**config.mk**
```make
export PLATFORM = sky130hd
export DESIGN_NAME = jogador_automatico_flat
export DESIGN_NICKNAME = d
export VERILOG_FILES = /design/src/rtl/jogador_pkg.sv /design/src/rtl/jogador_automatico_if.sv /design/src/rtl/rom_jogadas.sv /design/src/rtl/jogador_automatico.sv /design/src/flat_wrapper.sv
export SDC_FILE = /design/constraint.sdc
export NUM_CORES = 1
export LEC_CHECK = 0
export CAP_MARGIN = 30
export CORE_MARGIN = 2
export CORE_UTILIZATION = 35
export CTS_BUF_LIST = sky130_fd_sc_hd__clkbuf_4 sky130_fd_sc_hd__clkbuf_8 sky130_fd_sc_hd__clkbuf_16
export CTS_CLUSTER_DIAMETER = 80
export DETAILED_ROUTE_END_ITERATION = 8
export PLACE_DENSITY = 0.57
export SLEW_MARGIN = 30
export SYNTH_ARGS = -nofsm -noshare
export SYNTH_HDL_FRONTEND = slang
export SYNTH_SLANG_ARGS = --single-unit
export TNS_END_PERCENT = 50
```
**constraint.sdc**
```tcl
create_clock -name clock -period 2.55 [get_ports clock]
set_clock_uncertainty 0.05 [all_clocks]
set_input_delay 0.6375 -clock clock [delete_from_list [all_inputs] [get_ports clock]]
set_output_delay 0.6375 -clock clock [all_outputs]
set_load 0.01 [all_outputs]
```
**src/rtl/jogador_pkg.sv**
```systemverilog
// Shared definitions for the autonomous memory-game player: state encoding,
// round limits, button codes and the rotate helper used for the injected error.
package jogador_pkg;

  typedef enum logic [3:0] {
    StInicial       = 4'd0,
    StPulsoJogar    = 4'd1,
    StPausaInicial  = 4'd2,
    StAperta        = 4'd3,
    StSolta         = 4'd4,
    StProxima       = 4'd5,
    StEspera        = 4'd6,
    StFimGanhou     = 4'd7,
    StFimPerdeu     = 4'd8
  } estado_e;

  localparam logic [3:0] UltimaRodadaN0 = 4'd7;
  localparam logic [3:0] UltimaRodadaN1 = 4'd15;

  localparam logic [3:0] Botao0 = 4'b0001;
  localparam logic [3:0] Botao1 = 4'b0010;
  localparam logic [3:0] Botao2 = 4'b0100;
  localparam logic [3:0] Botao3 = 4'b1000;

  function automatic logic [3:0] rot_esq(input logic [3:0] b);
    return {b[2:0], b[3]};
  endfunction

endpackage

```
**src/rtl/jogador_automatico_if.sv**
```systemverilog
// Player <-> game bus: start pulse and button presses out, win/loss flags back.
interface jogador_automatico_if;
  logic       jogar;
  logic [3:0] botoes;
  logic       ganhou;
  logic       perdeu;

  modport master (output jogar, output botoes, input ganhou, input perdeu);
  modport slave  (input jogar, input botoes, output ganhou, output perdeu);
endinterface

```
**src/rtl/rom_jogadas.sv**
```systemverilog
// 16x4 asynchronous-read ROM holding the one-hot button sequence shared with the game.
module rom_jogadas
  import jogador_pkg::*;
(
  input  logic [3:0] endereco_i,
  output logic [3:0] dado_o
);

  always_comb begin
    dado_o = Botao0;
    case (endereco_i)
      4'd0:  dado_o = Botao0;
      4'd1:  dado_o = Botao1;
      4'd2:  dado_o = Botao2;
      4'd3:  dado_o = Botao3;
      4'd4:  dado_o = Botao2;
      4'd5:  dado_o = Botao1;
      4'd6:  dado_o = Botao0;
      4'd7:  dado_o = Botao0;
      4'd8:  dado_o = Botao1;
      4'd9:  dado_o = Botao1;
      4'd10: dado_o = Botao2;
      4'd11: dado_o = Botao2;
      4'd12: dado_o = Botao3;
      4'd13: dado_o = Botao3;
      4'd14: dado_o = Botao0;
      4'd15: dado_o = Botao2;
      default: dado_o = Botao0;
    endcase
  end

endmodule

```
**src/rtl/jogador_automatico.sv**
```systemverilog
// Autonomous memory-game player replaying the stored sequence in growing rounds.
// Optional wrong-press injection is enabled with the JOGADOR_ERRO_EN macro.
module jogador_automatico
  import jogador_pkg::*;
#(
  parameter int unsigned T_JOGAR  = 5,
  parameter int unsigned T_APERTO = 10,
  parameter int unsigned T_PAUSA  = 10
) (
  input  logic                  clock,
  input  logic                  reset,
  input  logic                  iniciar,
  input  logic                  nivel,
  input  logic [3:0]            erro_rodada,
  input  logic [3:0]            erro_pos,
  jogador_automatico_if.master  jogo,
  output logic [3:0]            rodada,
  output logic                  fim,
  output logic                  venceu,
  output logic [3:0]            db_estado
);

  localparam int unsigned TMaxJa = (T_JOGAR > T_APERTO) ? T_JOGAR : T_APERTO;
  localparam int unsigned TMax   = (TMaxJa > T_PAUSA) ? TMaxJa : T_PAUSA;
  localparam int unsigned TW     = $clog2(TMax + 1);

  localparam logic [TW-1:0] CargaJogar  = TW'(T_JOGAR - 1);
  localparam logic [TW-1:0] CargaAperto = TW'(T_APERTO - 1);
  localparam logic [TW-1:0] CargaPausa  = TW'(T_PAUSA - 1);

  estado_e       estado_q, estado_d;
  logic [TW-1:0] timer_q, timer_d;
  logic [3:0]    rodada_q, rodada_d;
  logic [3:0]    pos_q, pos_d;
  logic          nivel_q, nivel_d;
  logic          erro_feito_q, erro_feito_d;

  logic [3:0]    botao_rom;
  logic [3:0]    ultima;
  logic          timer_fim;
  logic          em_jogo;
  logic          erro_ativo;

  rom_jogadas u_rom (
    .endereco_i (pos_q),
    .dado_o     (botao_rom)
  );

`ifdef JOGADOR_ERRO_EN
  assign erro_ativo = !erro_feito_q && (rodada_q == erro_rodada) && (pos_q == erro_pos);
`else
  assign erro_ativo = 1'b0;
  logic unused_erro;
  assign unused_erro = ^{erro_rodada, erro_pos, erro_feito_q};
`endif

  assign ultima    = nivel_q ? UltimaRodadaN1 : UltimaRodadaN0;
  assign timer_fim = (timer_q == '0);
  assign em_jogo   = !(estado_q inside {StInicial, StFimGanhou, StFimPerdeu});

  always_comb begin
    estado_d     = estado_q;
    timer_d      = timer_q;
    rodada_d     = rodada_q;
    pos_d        = pos_q;
    nivel_d      = nivel_q;
    erro_feito_d = erro_feito_q;

    case (estado_q)
      StInicial, StFimGanhou, StFimPerdeu: begin
        if (iniciar) begin
          estado_d     = StPulsoJogar;
          timer_d      = CargaJogar;
          rodada_d     = '0;
          pos_d        = '0;
          nivel_d      = nivel;
          erro_feito_d = 1'b0;
        end
      end
      StPulsoJogar: begin
        if (timer_fim) begin
          estado_d = StPausaInicial;
          timer_d  = CargaPausa;
        end else begin
          timer_d = timer_q - 1'b1;
        end
      end
      StPausaInicial: begin
        if (timer_fim) begin
          estado_d = StAperta;
          timer_d  = CargaAperto;
        end else begin
          timer_d = timer_q - 1'b1;
        end
      end
      StAperta: begin
        if (timer_fim) begin
          estado_d = StSolta;
          timer_d  = CargaPausa;
          if (erro_ativo) erro_feito_d = 1'b1;
        end else begin
          timer_d = timer_q - 1'b1;
        end
      end
      StSolta: begin
        if (timer_fim) begin
          estado_d = StProxima;
          timer_d  = '0;
        end else begin
          timer_d = timer_q - 1'b1;
        end
      end
      StProxima: begin
        estado_d = StAperta;
        timer_d  = CargaAperto;
        if (pos_q < rodada_q) begin
          pos_d = pos_q + 4'd1;
        end else if (rodada_q < ultima) begin
          rodada_d = rodada_q + 4'd1;
          pos_d    = '0;
        end else begin
          estado_d = StEspera;
          timer_d  = '0;
        end
      end
      StEspera: ;
      default: estado_d = StInicial;
    endcase

    // Game outcome overrides any sequencing; loss has priority.
    if (em_jogo) begin
      if (jogo.perdeu) begin
        estado_d = StFimPerdeu;
      end else if (jogo.ganhou) begin
        estado_d = StFimGanhou;
      end
    end
  end

  always_ff @(posedge clock) begin
    if (reset) begin
      estado_q     <= StInicial;
      timer_q      <= '0;
      rodada_q     <= '0;
      pos_q        <= '0;
      nivel_q      <= 1'b0;
      erro_feito_q <= 1'b0;
    end else begin
      estado_q     <= estado_d;
      timer_q      <= timer_d;
      rodada_q     <= rodada_d;
      pos_q        <= pos_d;
      nivel_q      <= nivel_d;
      erro_feito_q <= erro_feito_d;
    end
  end

  always_comb begin
    jogo.jogar  = (estado_q == StPulsoJogar);
    jogo.botoes = 4'b0000;
    if (estado_q == StAperta) begin
      jogo.botoes = erro_ativo ? rot_esq(botao_rom) : botao_rom;
    end
    fim       = (estado_q == StFimGanhou) || (estado_q == StFimPerdeu);
    venceu    = (estado_q == StFimGanhou);
    rodada    = rodada_q;
    db_estado = estado_q;
  end

endmodule
```
**src/flat_wrapper.sv**
```systemverilog
// flat-port wrapper written by rule: the top's interface ports become plain ports
module jogador_automatico_flat import jogador_pkg::*;
#(
  parameter int unsigned T_JOGAR  = 5,
  parameter int unsigned T_APERTO = 10,
  parameter int unsigned T_PAUSA  = 10
)
  (clock, reset, iniciar, nivel, erro_rodada, erro_pos, rodada, fim, venceu, db_estado, jogo_jogar, jogo_botoes, jogo_ganhou, jogo_perdeu);
  jogador_automatico_if jogo_i ();
  input  logic clock;
  input  logic reset;
  input  logic iniciar;
  input  logic nivel;
  input  logic [3:0] erro_rodada;
  input  logic [3:0] erro_pos;
  output logic [3:0] rodada;
  output logic fim;
  output logic venceu;
  output logic [3:0] db_estado;
  output wire logic [$bits(jogo_i.jogar)-1:0] jogo_jogar;
  output wire logic [$bits(jogo_i.botoes)-1:0] jogo_botoes;
  input wire logic [$bits(jogo_i.ganhou)-1:0] jogo_ganhou;
  input wire logic [$bits(jogo_i.perdeu)-1:0] jogo_perdeu;
  assign jogo_jogar = jogo_i.jogar;
  assign jogo_botoes = jogo_i.botoes;
  assign jogo_i.ganhou = jogo_ganhou;
  assign jogo_i.perdeu = jogo_perdeu;
  jogador_automatico #(.T_JOGAR(T_JOGAR), .T_APERTO(T_APERTO), .T_PAUSA(T_PAUSA)) u_core (.clock(clock), .reset(reset), .iniciar(iniciar), .nivel(nivel), .erro_rodada(erro_rodada), .erro_pos(erro_pos), .jogo(jogo_i), .rodada(rodada), .fim(fim), .venceu(venceu), .db_estado(db_estado));
endmodule
```
After elaboration in Yosys (flattened, before gate mapping)
Memories as Yosys holds them, arrays and structs flattened. A register that Yosys moved wholly into a read port is not among the register bits.
Index checks and enable logic that the tools add are counted.
{"block": "op_classes", "reduce_logical": 12, "n_mux": 28, "order_cmp": 2, "addsub": 3, "eq_ne": 12}
{"op": "two-way mux 4 bit", "count": 23}
{"op": "case mux 4 bit (7 select lines)", "count": 1}
{"op": "== test 4 x 3 -> 1 bit (second input constant)", "count": 4}
{"op": "case mux 4 bit (2 select lines)", "count": 2}
{"op": "case mux 4 bit (4 select lines)", "count": 1}
{"op": "adder 4 x 1 -> 4 bit (second input constant)", "count": 2}
{"op": "== test 4 x 2 -> 1 bit (second input constant)", "count": 2}
{"op": "zero test 4 bit", "count": 2}
{"op": "less-than comparator 4 bit", "count": 2}
{"op": "OR reduction 3 bit", "count": 2}
{"op": "== test 4 x 1 -> 1 bit (second input constant)", "count": 1}
{"op": "== test 4 bit (second input constant)", "count": 1}
{"op": "inequality test 2 bit (second input constant)", "count": 2}
{"op": "AND reduction 2 bit", "count": 2}
{"op": "AND reduction 4 bit", "count": 1}
{"op": "nonzero test 4 bit", "count": 1}
{"op": "subtractor 4 x 1 -> 4 bit (second input constant)", "count": 1}
{"op": "two-way mux 3 bit", "count": 1}
{"op": "inequality test 3 x 1 -> 1 bit (second input constant)", "count": 1}
{"op": "AND reduction 3 bit", "count": 1}
{"op": "nonzero test 3 bit", "count": 1}
{"op": "inequality test 2 x 1 -> 1 bit (second input constant)", "count": 1}
{"op": "nonzero test 2 bit", "count": 1}
{"op": "logical OR 1 bit", "count": 1}
{"block": "word_totals", "romBits": 64, "ff_bits": 17, "mem_count": 1, "word_cells": 63}
{"name": "(no name shown)", "depth": 16, "width": 4, "read_ports": 1, "rd_clocked_by_memory_dff": 1, "wr": 0, "line": "rom_jogadas.sv:11", "source": "case (endereco_i)"}

Logic depth before layout (Yosys ltp)
{"block": "depth", "depth_word": 8, "depth_mapped": 9}

Cells and area by module
From an unflattened synthesis, not the netlist that was laid out.
{"block": "unflattened", "cells_unflattened": 174, "area_unflattened_um2": 1421.4}
{"mod": "jogador_automatico", "cells_per_inst": 161, "area_each_um2": 1333.8, "instances": 1, "seq_area_each_um2": 340.3}
{"mod": "rom_jogadas", "cells_per_inst": 13, "area_each_um2": 87.6, "instances": 1, "seq_area_each_um2": 0.0}

Worst setup path after synthesis
OpenSTA, ideal clock, no wires.
{"block": "synth_timing", "kind": "flip-flop to flip-flop", "from": "reg u_core.rodada_q[2] (netlist: u_core.rodada[2])", "to": "reg u_core.u_rom.dado_o[2] (netlist name)", "path_slack_ns": 0.161, "path_stages_with_launch": 10, "period_less_slack_ns": 2.389, "required_ns": 2.378, "setup_ns": 0.122, "path_buffers": 1, "arrival_time_ns": 2.217, "path_cell_list": "dfxtp_1 inv_1 ha_1 o21a_1 nor2_1 o41a_1 buf_6 a311oi_4 nor3_2 a221o_1"}
{"block": "synth_between", "elab_chain_len": 5, "elab_cells_between_ends": 8}
{"element": "start: declaration", "line": "jogador_automatico.sv:33", "source": "logic [3:0] rodada_q, rodada_d;"}
{"element": "start signal: assignment", "line": "jogador_automatico.sv:151", "source": "rodada_q <= rodada_d;"}
{"element": "less-than comparator 4 bit, on equally long branches", "line": "jogador_automatico.sv:118, jogador_automatico.sv:116"}
{"element": "inequality test 3 x 1 -> 1 bit (no source line) or two-way mux 4 bit (tied branches)"}
{"element": "AND reduction 3 bit (no source line) or case mux 4 bit (2 select lines) (tied branches)"}
{"element": "two-way mux 4 bit (no source line) (*) (2 in a row)"}
Mark *: on every way between the ends. The rest lies on a longest branch, timed or not.
A chain may end at the register's enable or synchronous reset.

Final worst setup path
{"block": "layout_timing", "from": "reg u_core.estado_q[2] (netlist: u_core.db_estado[2])", "to": "out fim"}
{"block": "layout_between", "elab_chain_len": 2, "elab_cells_between_ends": 3}
{"element": "start: declaration", "line": "jogador_automatico.sv:31", "source": "estado_e estado_q, estado_d;"}
{"element": "start signal: assignment", "line": "jogador_automatico.sv:142", "source": "estado_q <= StInicial;"}
{"element": "start signal: assignment", "line": "jogador_automatico.sv:149", "source": "estado_q <= estado_d;"}
{"element": "== test 4 x 3 -> 1 bit or == test 4 bit (tied branches)", "line": "jogador_automatico.sv:164", "source": "fim = (estado_q == StFimGanhou) || (estado_q == StFimPerdeu);"}
{"element": "logical OR 1 bit (*)", "line": "jogador_automatico.sv:164"}
{"element": "end: declaration", "line": "flat_wrapper.sv:17", "source": "output logic fim;"}
Marks and branches as above.

==> metrics <==
count of buffers from port buffering=20; Pwr per Cell Area=904 nW/um^2; maximum buffer depth of the clock tree=2; height of the die=71.8 microns; path class of the lowest-slack min-delay path=reg -> reg; combinational family with the most area after synthesis=simple AND/OR/NAND/NOR gates; compound-gate portion of the synthesized area=0.277; via density per instance=5.43; critical path capture point type=primary output; total clock sinks=21; sequential-to-total area share from yosys stat=0.261; maximum frequency from static timing analysis=406 MHz; vias in the first global route=1543; multiplexer area fraction after synthesis=0.0319; die width=71.8 microns; Routed Wire Length=4040 microns; library cell used as clock root buffer=sky130_fd_sc_hd__clkbuf_8; Syn Std Cell Area=1610 sq um; number of unique standard cell types used by synthesis=58; slew at the pin closest to its max-slew limit=0.539 ns; post-synthesis simple-gate area fraction=0.289; Worst-Skew Late Latency=0.26 ns; number of placed I/O pins=29; TritonCTS buffer count=3; fraction of layout instances using a drive strength above 1=0.228; kind of critical path=reg -> out; number of design rule violations left after detail routing=0; number of iterations in the first detailed-routing pass=4; FFs w/ async S/R, synth=0; pre-CTS setup slack=-0.194 ns; total number of yosys warnings=0; largest fanout on the critical path=13; Startpoint Class=flip-flop; Final min period=2.46 ns; global route total overflow=0; xor/xnor share of the synthesized area=0.0163; Critical Path End=fim; Tot GR Track Use=0.170; Crit Reg-Reg Startpoint=u_core.rodada[1]; highest ir drop seen on vdd=0.000481 V; final total negative setup slack=0 ns; share of the clock period used by the worst path=0.965; syn_area_per_cell=8.16 sq um; Detailed Route Iter0 Violations=82; RSZ-0062 raised after global routing=yes; Post-Synth Adder-Cell Area=0.0623; Routed wire per std cell=13.8 microns; Layout fillers=453; fin util=0.488; # rows=24; status=finished, final reports clean; standard cell core area=4380 sq um; full die area=5150 sq um; number of enable flip-flop cells after synthesis=0; max-capacitance violation count=0; Clk pin slew, worst setup/hold paths=0.08 ns; setup slack of the worst register-to-register path=0.16 ns; total via count after detailed routing=1591; quantity of hold-fixing buffers added after cts=0; number of cell instances on the worst register-to-register path=8; Critical Path AT=1.77 ns; required time at the worst-slack endpoint=1.86 ns; headroom to the max-slew limit=0.636; register bit total from synthesis=21; reg2reg end=u_core.u_rom.dado_o[2]; global-route wire length before repair=7140 microns; Antenna Cells=0; Detail Route Antenna Nets=0; hold violation total from the final report=0; slack of the critical path=0.0895 ns; maximum number of pins on one net before global-route repair=15; final count of negative-setup-slack endpoints=0; CTS H-tree depth=1; area added between synthesis and finish=33.0%; synthesized netlist net count=219; Max Slew Vio Count=0; Pleak=0.835 nW; predominant post-synthesis flop cell=sky130_fd_sc_hd__dfxtp_1; final RePlAce weighted congestion=0.838; HPWL after detailed placement=3070 microns; effective utilization at floorplan=0.367; Final Net Count=264; Gate Count Post-Synth=197; launching instance or port of the critical path=u_core.db_estado[2]; CTS tree=done; antenna violations before repair=0
==> worst min-delay path by stage <==
stage,startpoint,to,slack (ns),depth (start not counted)
3_5_place_dp,u_core.timer_q[0],u_core.timer_q[0],0.46,2
5_1_grt,u_core.timer_q[0],u_core.timer_q[0],0.51,2
6_report,u_core.timer_q[0],u_core.timer_q[0],0.47,2
4_1_cts,u_core.timer_q[0],u_core.timer_q[0],0.47,2
3_3_place_gp,u_core.nivel_q,u_core.nivel_q,0.43,2
2_1_floorplan,u_core.nivel_q,u_core.nivel_q,0.41,2
==> state kept, by name, summed over array words and instances, names as in the netlist <==
signal,cells
u_core.db_estado,4
u_core.pos_q,4
u_core.rodada,4
u_core.timer_q,4
u_core.u_rom.dado_o,4
u_core.nivel_q,1
==> metal layers <==
layer,track usage,vias to the layer above,part of all wire
met5,0,-,0
met4,0.0294,0,0.0042
met3,0.0309,2,0.040
met2,0.290,28,0.49
met1,0.227,753,0.47
li1,-,808,-
==> timing repair <==
item / CTS / global route
setup endpoints to repair: 6 / 9
pin swaps: 0 / 0
setup buffers: 0 / 0
resized for setup: 5 / 9
==> placed cells by master (no fill, tap or decap), types with 4 or more instances in the layout <==
master                            instances
sky130_fd_sc_hd__a21oi_1                 14
sky130_fd_sc_hd__and2_1                   8
sky130_fd_sc_hd__buf_4                   29
sky130_fd_sc_hd__clkdlybuf4s50_1         19
sky130_fd_sc_hd__dfxtp_1                 17
sky130_fd_sc_hd__ha_1                     8
sky130_fd_sc_hd__inv_1                   12
sky130_fd_sc_hd__nand2_1                 10
sky130_fd_sc_hd__nand3_1                  8
sky130_fd_sc_hd__nor2_1                  22
sky130_fd_sc_hd__nor2b_1                  6
sky130_fd_sc_hd__nor3_1                   4
sky130_fd_sc_hd__o21ai_0                  7
==> synth_stat cells, types with 2 or more instances <==
library cell	count	area share
sky130_fd_sc_hd__o21ai_1	3	0.0093
sky130_fd_sc_hd__buf_6	2	0.014
sky130_fd_sc_hd__nor2_1	22	0.051
sky130_fd_sc_hd__inv_1	12	0.028
sky130_fd_sc_hd__o21a_1	2	0.0093
sky130_fd_sc_hd__o21ai_0	7	0.022
sky130_fd_sc_hd__o22ai_1	2	0.0078
sky130_fd_sc_hd__nand3_1	8	0.025
sky130_fd_sc_hd__mux2i_1	4	0.025
sky130_fd_sc_hd__dfxtp_1	21	0.26
sky130_fd_sc_hd__a2111oi_4	2	0.034
sky130_fd_sc_hd__o31ai_1	2	0.0093
sky130_fd_sc_hd__xnor2_1	3	0.016
sky130_fd_sc_hd__ha_1	8	0.062
sky130_fd_sc_hd__nand2b_1	2	0.0078
sky130_fd_sc_hd__a21oi_1	14	0.044
sky130_fd_sc_hd__nand4_1	3	0.012
sky130_fd_sc_hd__nor4b_1	2	0.011
sky130_fd_sc_hd__buf_2	2	0.0062
sky130_fd_sc_hd__a211oi_1	2	0.0093
sky130_fd_sc_hd__and2_1	8	0.031
sky130_fd_sc_hd__a21o_1	3	0.014
sky130_fd_sc_hd__nand2_1	10	0.023
sky130_fd_sc_hd__clkbuf_1	5	0.012
sky130_fd_sc_hd__nor3_1	5	0.016
sky130_fd_sc_hd__a31oi_1	3	0.012
sky130_fd_sc_hd__nor3_2	2	0.012
sky130_fd_sc_hd__nor3b_1	3	0.014
sky130_fd_sc_hd__nor2b_1	6	0.023
==> cell type report <==
cell class	instances	area [sq um]	share of cell area
Multi-Input combinational cell	154	1130	0.527
Sequential cell	21	428	0.200
Timing Repair Buffer	49	420	0.197
Tap cell	52	65.1	0.0304
Clock buffer	4	48.8	0.0228
Inverter	13	48.8	0.0228
==> cells by family after synthesis <==
logic type                 count (synthesis)
AOI/OAI and AO/OA                         56
muxes                                      5
and+or+nand+nor                           82
xor gates and xnor gates                   3
DFF                                       21
adders and majority gates                  8
buffers and inverters                     22
==> where the power goes <==
| group | switching [W] | internal (W) | total [W] |
|---|---|---|---|
| combinational | 0.000585 | 0.000580 | 0.00116 |
| sequential | 0.000118 | 0.000413 | 0.000532 |
| clock | 0.000114 | 0.000122 | 0.000236 |
| total | 0.000818 | 0.00112 | 0.00193 |
==> stage by stage <==
stage | instances | area, sq um | hold slack [ns] | power (W)
global route | 293 | 2140 | 0.510 | 0.00211
floorplan | 197 | 1610 | 0.413 | 0.00125
finish | 293 | 2140 | 0.470 | 0.00193
global placement | 289 | 2040 | 0.428 | 0.00164
CTS | 293 | 2100 | 0.471 | 0.00189
detailed placement | 289 | 2040 | 0.459 | 0.00164
==> worst max-delay path: stages (launching register included) <==
cell	delay [ns]
sky130_fd_sc_hd__dfxtp_2	0.51
sky130_fd_sc_hd__and4b_2	0.38
sky130_fd_sc_hd__a21o_1	0.10
sky130_fd_sc_hd__clkdlybuf4s50_1	0.52
Note: power is estimated with default switching activity, not from simulation.
